$ cat config.mk
export PLATFORM = sky130hd
export DESIGN_NAME = sc_seq_fsm_flat
export DESIGN_NICKNAME = d
export VERILOG_FILES = /design/src/rtl/sc_seq_fsm_if.sv /design/src/rtl/sc_seq_fsm.sv /design/src/flat_wrapper.sv
export SDC_FILE = /design/constraint.sdc
export NUM_CORES = 1
export LEC_CHECK = 0
export CORE_MARGIN = 4
export CORE_UTILIZATION = 48
export DETAILED_ROUTE_END_ITERATION = 12
export GPL_ROUTABILITY_DRIVEN = 0
export PLACE_DENSITY = 0.8
export SLEW_MARGIN = 5
export SYNTH_ARGS = -nofsm -noshare
export SYNTH_HDL_FRONTEND = slang
export SYNTH_SLANG_ARGS = --single-unit
$ cat constraint.sdc
create_clock -name clk -period 2.7 [get_ports clk]
set_clock_uncertainty 0.2 [all_clocks]
set_input_delay 0.675 -clock clk [delete_from_list [all_inputs] [get_ports clk]]
set_output_delay 0.675 -clock clk [all_outputs]
set_load 0.1 [all_outputs]
$ cat src/rtl/sc_seq_fsm_if.sv
// rtl/sc_seq_fsm_if.sv - control and framing signals of the sequence controller
interface sc_seq_fsm_if #(
  parameter int W   = 7,
  parameter int P_W = 3
);
  logic           start;
  logic [W-1:0]   len;
  logic [P_W-1:0] passes;
  logic           stall;
  logic           abort;
  logic [W-1:0]   idx;
  logic [P_W-1:0] pass_idx;
  logic           valid;
  logic           sop;
  logic           eop;
  logic           busy;
  logic           done;

  modport master (
    output start, len, passes, stall, abort,
    input  idx, pass_idx, valid, sop, eop, busy, done
  );

  modport slave (
    input  start, len, passes, stall, abort,
    output idx, pass_idx, valid, sop, eop, busy, done
  );
endinterface

$ cat src/rtl/sc_seq_fsm.sv
// rtl/sc_seq_fsm.sv - stochastic-computing sequence controller (index/pass counter with framing)
module sc_seq_fsm #(
  parameter int W    = 7,
  parameter int P_W  = 3,
  parameter int MODE = 0
) (
  input  logic        clk,
  input  logic        rst,
  sc_seq_fsm_if.slave bus
);
  typedef enum logic [1:0] {S_IDLE, S_RUN, S_DONE} state_t;

  localparam logic [W:0]     L_ONE   = {{W{1'b0}}, 1'b1};
  localparam logic [W:0]     L_MAX   = {1'b1, {W{1'b0}}};
  localparam logic [P_W:0]   N_ONE   = {{P_W{1'b0}}, 1'b1};
  localparam logic [P_W:0]   N_MAX   = {1'b1, {P_W{1'b0}}};
  localparam logic [P_W-1:0] P_ONE   = {{(P_W-1){1'b0}}, 1'b1};

  state_t         r_state, w_state_nx;
  logic [W:0]     r_cnt, w_cnt_nx;
  logic [W:0]     r_len, w_len_nx;
  logic [P_W-1:0] r_pass, w_pass_nx;
  logic [P_W:0]   r_npass, w_npass_nx;
  logic           w_last_cnt;
  logic           w_last_pass;
  logic           w_adv;
  logic [W-1:0]   w_idx;

  assign w_last_cnt  = (r_cnt == (r_len - L_ONE));
  assign w_last_pass = ({1'b0, r_pass} == (r_npass - N_ONE));
  assign w_adv       = (r_state == S_RUN) && !bus.stall;

  always_ff @(posedge clk or posedge rst) begin
    if (rst) begin
      r_state <= S_IDLE;
      r_cnt   <= '0;
      r_pass  <= '0;
      r_len   <= '0;
      r_npass <= '0;
    end else begin
      r_state <= w_state_nx;
      r_cnt   <= w_cnt_nx;
      r_pass  <= w_pass_nx;
      r_len   <= w_len_nx;
      r_npass <= w_npass_nx;
    end
  end

  always_comb begin
    w_state_nx = r_state;
    w_cnt_nx   = r_cnt;
    w_pass_nx  = r_pass;
    w_len_nx   = r_len;
    w_npass_nx = r_npass;
    case (r_state)
      S_IDLE: begin
        w_cnt_nx  = '0;
        w_pass_nx = '0;
        if (bus.start && !bus.abort) begin
          w_len_nx   = (bus.len == '0)    ? L_MAX : {1'b0, bus.len};
          w_npass_nx = (bus.passes == '0) ? N_MAX : {1'b0, bus.passes};
          w_state_nx = S_RUN;
        end
      end
      S_RUN: begin
        if (!bus.stall) begin
          if (!w_last_cnt) begin
            w_cnt_nx = r_cnt + L_ONE;
          end else if (!w_last_pass) begin
            w_cnt_nx  = '0;
            w_pass_nx = r_pass + P_ONE;
          end else begin
            // counters return to zero so idx/pass_idx read 0 in DONE and IDLE
            w_cnt_nx   = '0;
            w_pass_nx  = '0;
            w_state_nx = S_DONE;
          end
        end
      end
      S_DONE:  w_state_nx = S_IDLE;
      default: w_state_nx = S_IDLE;
    endcase
    if (bus.abort) begin
      w_state_nx = S_IDLE;
      w_cnt_nx   = '0;
      w_pass_nx  = '0;
    end
  end

  // bit-reversed order gives a low-discrepancy index sequence for the SNGs
  generate
    if (MODE == 1) begin : g_rev
      for (genvar i = 0; i < W; i++) begin : g_bit
        assign w_idx[i] = r_cnt[W-1-i];
      end
    end else begin : g_bin
      assign w_idx = r_cnt[W-1:0];
    end
  endgenerate

  assign bus.idx      = w_idx;
  assign bus.pass_idx = r_pass;
  assign bus.valid    = w_adv;
  assign bus.sop      = w_adv && (r_cnt == '0);
  assign bus.eop      = w_adv && w_last_cnt;
  assign bus.busy     = (r_state != S_IDLE);
  assign bus.done     = (r_state == S_DONE);
endmodule

$ cat src/flat_wrapper.sv
// flat-port wrapper written by rule: the top's interface ports become plain ports
module sc_seq_fsm_flat 
#(
  parameter int W    = 7,
  parameter int P_W  = 3,
  parameter int MODE = 0
)
  (clk, rst, bus_start, bus_len, bus_passes, bus_stall, bus_abort, bus_idx, bus_pass_idx, bus_valid, bus_sop, bus_eop, bus_busy, bus_done);
  sc_seq_fsm_if #(.W(W), .P_W(P_W)) bus_i ();
  input  logic clk;
  input  logic rst;
  input wire logic [$bits(bus_i.start)-1:0] bus_start;
  input wire logic [$bits(bus_i.len)-1:0] bus_len;
  input wire logic [$bits(bus_i.passes)-1:0] bus_passes;
  input wire logic [$bits(bus_i.stall)-1:0] bus_stall;
  input wire logic [$bits(bus_i.abort)-1:0] bus_abort;
  output wire logic [$bits(bus_i.idx)-1:0] bus_idx;
  output wire logic [$bits(bus_i.pass_idx)-1:0] bus_pass_idx;
  output wire logic [$bits(bus_i.valid)-1:0] bus_valid;
  output wire logic [$bits(bus_i.sop)-1:0] bus_sop;
  output wire logic [$bits(bus_i.eop)-1:0] bus_eop;
  output wire logic [$bits(bus_i.busy)-1:0] bus_busy;
  output wire logic [$bits(bus_i.done)-1:0] bus_done;
  assign bus_i.start = bus_start;
  assign bus_i.len = bus_len;
  assign bus_i.passes = bus_passes;
  assign bus_i.stall = bus_stall;
  assign bus_i.abort = bus_abort;
  assign bus_idx = bus_i.idx;
  assign bus_pass_idx = bus_i.pass_idx;
  assign bus_valid = bus_i.valid;
  assign bus_sop = bus_i.sop;
  assign bus_eop = bus_i.eop;
  assign bus_busy = bus_i.busy;
  assign bus_done = bus_i.done;
  sc_seq_fsm #(.W(W), .P_W(P_W), .MODE(MODE)) u_core (.clk(clk), .rst(rst), .bus(bus_i));
endmodule
* Word-level counts from Yosys, hierarchy flattened
Cells that the tools add are included.
Word-level totals: register bits after elaboration 25, output and inout bits 15, input port bits 15
Operators by class: muxes and demuxes 17, add/subtract/negate cells 4, reductions and logical operators 16, equality and inequality tests 8
Operator list (count):
- $mux W8 | 4
- $pmux W8 S2 | 1
- $mux W3 | 4
- $mux W2 | 5
- $ne A3 B2 Y1 const B | 3
- $add A8 B1 Y8 const B | 1
- $eq A8 B8 Y1 | 1
- $logic_not A8 Y1 | 1
- $sub A8 B1 Y8 const B | 1
- $logic_not A7 Y1 | 1
- $pmux W3 S2 | 1
- $eq A3 B4 Y1 | 1
- $logic_and A1 B1 Y1 | 4
- $mux W4 | 1
- $pmux W2 S2 | 1
- $reduce_and A2 Y1 | 2
- $reduce_and A4 Y1 | 1
- $sub A4 B1 Y4 const B | 1
- $add A3 B1 Y3 const B | 1
- $logic_not A3 Y1 | 1
- $ne A3 B3 Y1 const B | 1
- $reduce_and A3 Y1 | 1
- $reduce_bool A3 Y1 | 1
- $eq A2 B1 Y1 const B | 1
- other kinds (4) | 5

* Logic depth before layout (Yosys ltp)
word-level depth 7, depth in mapped cells 9, gate-level depth less buffers 8

* Least setup slack after synthesis
Ideal clock, no wire load.
path type input-to-output, start point input port bus_stall, end point output port bus_eop, required time 1825 ps, stages 2, arrival 4439 ps, slack -2614 ps, path through nor3b_1 nor2b_1
Between the ends: cells in the longest elaborated chain, start to end 3
Ends and longest elaborated chain:
- from (decl) | RTL line flat_wrapper.sv:15 | input wire logic [$bits(bus_i.stall)-1:0] bus_stall;
- $logic_not A1 Y1 | RTL line sc_seq_fsm.sv:31 | assign w_adv = (r_state == S_RUN) && !bus.stall;
- $logic_and A1 B1 Y1 | RTL line sc_seq_fsm.sv:31
- $logic_and A1 B1 Y1 | RTL line sc_seq_fsm.sv:105 | assign bus.eop = w_adv && w_last_cnt;
- to (decl) | RTL line flat_wrapper.sv:21 | output wire logic [$bits(bus_i.eop)-1:0] bus_eop;
No other way between the ends.

* Final worst setup path
start point register u_core.r_len[1], end point output port bus_eop
Between the ends: cells in the longest elaborated chain, start to end 3
Ends and longest elaborated chain:
- from (decl) | RTL line sc_seq_fsm.sv:21 | logic [W:0] r_len, w_len_nx;
- from (signal assigned) | RTL line sc_seq_fsm.sv:44 | r_len <= w_len_nx;
- $sub A8 B1 Y8 | RTL line sc_seq_fsm.sv:29 | assign w_last_cnt = (r_cnt == (r_len - L_ONE));
- $eq A8 B8 Y1 | RTL line sc_seq_fsm.sv:29
- $logic_and A1 B1 Y1 | RTL line sc_seq_fsm.sv:105
No other way between the ends.

==> impl_metrics.env <==
export IMPL_outcome="complete, but fails checks"
export IMPL_ys_types=50
export IMPL_fin_cells=271
export IMPL_end_kind="output port"
export IMPL_dr_total_vias=1545
export IMPL_setup_tns_ns=-0.4167
export IMPL_crit_fanout=7
export IMPL_hold_class="flip-flop to flip-flop"
export IMPL_viasPerCell=5.701
export IMPL_clockBufferDepth=2
export IMPL_slowest_stage="dfrtp_1"
export IMPL_critPathKind="flip-flop to output port"
export IMPL_antenna_cells=0
export IMPL_post_dp_hpwl_um=3191
export IMPL_ios=30
export IMPL_pre_cts_slack_ns=-0.1953
export IMPL_grt_pass1_wl_um=7017
export IMPL_crit_family="compound AO/OA/AOI/OAI gates"
export IMPL_finalHoldViolCount=0
export IMPL_setup_slack_ns=-0.4167
export IMPL_nets=246
export IMPL_finalSetupViolations=1
export IMPL_failed_checks="negative setup slack"
export IMPL_cts_buffers=3
export IMPL_drive_gt1_share_pct=33.33
export IMPL_slew_viol_final=0
export IMPL_dp_cells=266
export IMPL_peakVddDrop_uv=376.6
export IMPL_async_flop_share_pct=100.0
export IMPL_worst_slew_pin_slew_ns=0.8196
export IMPL_die_w_um=68.30
export IMPL_min_period_ns=3.117
export IMPL_path_buf_inv=3
export IMPL_clkLatencyLatePin_ns=0.33
export IMPL_worst_setup_path_start_kind="flip-flop"
export IMPL_drtPass1Iterations=4
export IMPL_worstPathCellList="inv_1, ha_4, buf_4, o32ai_1, a32o_1, nand3_2, nor2b_4, buf_12"
export IMPL_yosys_top_cells_count="dfrtp_1, nand2_1, o21ai_0, xnor2_1"
export IMPL_fmax_mhz=320.9
export IMPL_syn_area_mm2=0.001745
export IMPL_drc=0
export IMPL_fin_util_pct=67.62
export IMPL_grt_pass1_vias=1500
export IMPL_drt_iter0_markers=70
export IMPL_clk_pin_slew_worst_paths_ns=0.15
export IMPL_final_fill_count=283
export IMPL_cts_htree_levels=1
export IMPL_area_growth_pct=32.33
export IMPL_synth_avg_cell_area_um2=9.590
export IMPL_rsz0062_at_grt="true"
export IMPL_arrival_ns=2.24
export IMPL_power_leakage_nw=0.9535
export IMPL_syn_inst=182
export IMPL_gr_usage_all_layers_pct=20.12
export IMPL_netlist_area_leader_share_pct=35.84
export IMPL_maxCapViolations=0
export IMPL_synthFlopType="dfrtp_1"
export IMPL_synth_top_area_cell="dfrtp_1"
export IMPL_synth_nets=202
export IMPL_overflow=0
export IMPL_grt_antenna_before_repair=0
export IMPL_yosysMostFrequentCell="dfrtp_1"
export IMPL_cts_hold_buf=0
export IMPL_power_mw=1.083
export IMPL_cts_tree="built"
export IMPL_ys_warn_count=0
export IMPL_wl_um=4244
export IMPL_ant_nets=0
export IMPL_std_cell_rows=21
export IMPL_portBuffers=29
export IMPL_grt_max_degree=26
export IMPL_worstPathRequired_ns=1.82
export IMPL_wire_per_inst_um=15.66
export IMPL_die_height_um=68.30
export IMPL_relSlewSlack_pct=45.15
export IMPL_power_density_mw_per_mm2=468.9
export IMPL_clock_sinks=25
export IMPL_synthTopCellsByArea="dfrtp_1, xnor2_1, mux2_2"
export IMPL_start_util_pct=51.10
export IMPL_synth_edf_count=0
export IMPL_die_area_mm2=0.004665
export IMPL_root_buffer="clkbuf_4"
export IMPL_yosysSeqAreaShare_pct=35.84
export IMPL_ys_seq_elements=25
export IMPL_core_mm2=0.003416
export IMPL_cpPeakStageDelay_ns=0.49
export IMPL_period_share_pct=115.4
==> cell type report <==
type	count	area, µm²	share of cell area [%]
clock buffer	3	22.52	0.9751
clock inverter	1	7.507	0.3250
inverter	8	30.03	1.300
multi-input combinational	135	1097	47.51
sequential	25	625.6	27.09
tap	46	57.56	2.492
timing repair buffer	53	469.2	20.31
==> layer usage <==
metal	routed length (µm)	GRT usage (%)	vias up
li1	-	-	735
met1	1809	25.46	759
met2	2159	33.69	43
met3	201	3.448	8
met4	74	8.437	0
met5	0	0	-
==> kinds of logic (layout without fill, tap and decap cells) <==
logic type      after synthesis  in the layout  synth area share [%]
simple gates                 67             67                 23.58
compound gates               39             39                 16.78
flops                        25             25                 35.84
buf+inv                      22             65                 6.667
xor+xnor                     14             14                 7.025
mux                          10             10                 6.523
fa+ha+maj                     5              5                 3.584
==> metrics by stage <==
stage	hold slack, ns	cell area, µm²
finish	0.3851	2310
global route	0.4050	2310
CTS	0.3817	2275
detailed placement	0.3476	2203
global placement	0.3310	2203
floorplan	0.3119	1769
==> path summary, 6_finish.rpt <==
| path | startpoint | endpoint | slack [ns] | cells past startpoint |
|---|---|---|---|---|
| hold / removal | u_core.r_cnt[7] | u_core.r_cnt[7] | 0.39 | 1 |
| hold reg to reg | u_core.r_cnt[7] | u_core.r_cnt[7] | 0.39 | 1 |
| max in group asynchronous | rst | u_core.bus.pass_idx[1] | 1.57 | 3 |
| setup reg to reg | u_core.r_len[0] | u_core.r_state[0] | 0.11 | 12 |
| setup / recovery | u_core.r_len[1] | bus_eop | -0.42 | 8 |
| min in group asynchronous | rst | u_core.r_npass[1] | 0.49 | 3 |
==> cell usage in the layout, fill, tap and decap left out, types with 2 or more instances in the layout <==
cell / instances
buf_4: 36
dfrtp_1: 25
nand2_1: 18
o21ai_0: 13
clkdlybuf4s50_1: 13
xnor2_1: 10
nor2_1: 8
inv_1: 8
mux2_2: 7
a21oi_1: 6
nor3_1: 4
xor2_1: 4
or2_2: 4
ha_1: 4
or3_1: 3
nor4_4: 3
nand3_1: 3
clkbuf_4: 3
buf_12: 3
nor3b_1: 2
mux2i_1: 2
nand2b_1: 2
nor4b_1: 2
o2bb2ai_1: 2
nor4_1: 2
o2bb2a_1: 2
o31ai_1: 2
==> flip-flops by register name, indices dropped and copies added, names as in the netlist <==
name	count
u_core.r_npass	4
u_core.bus.pass_idx	3
u_core.r_cnt	8
u_core.r_len	8
u_core.r_state	2
==> report_power, final <==
group	switching [mW]	leakage, nW	internal, mW
Sequential	0.0370	0.327	0.406
Combinational	0.243	0.613	0.214
Clock	0.126	0.0139	0.0567
Total	0.406	0.953	0.677
==> timing repair <==
item / in CTS / in global routing
cloned: 0 / 0
buffers inserted: 0 / 1
setup endpoints to repair: 4 / 9
pin swaps: 4 / 1
resized for setup: 9 / 4
No activity file was read; power rests on OpenSTA's default activity.
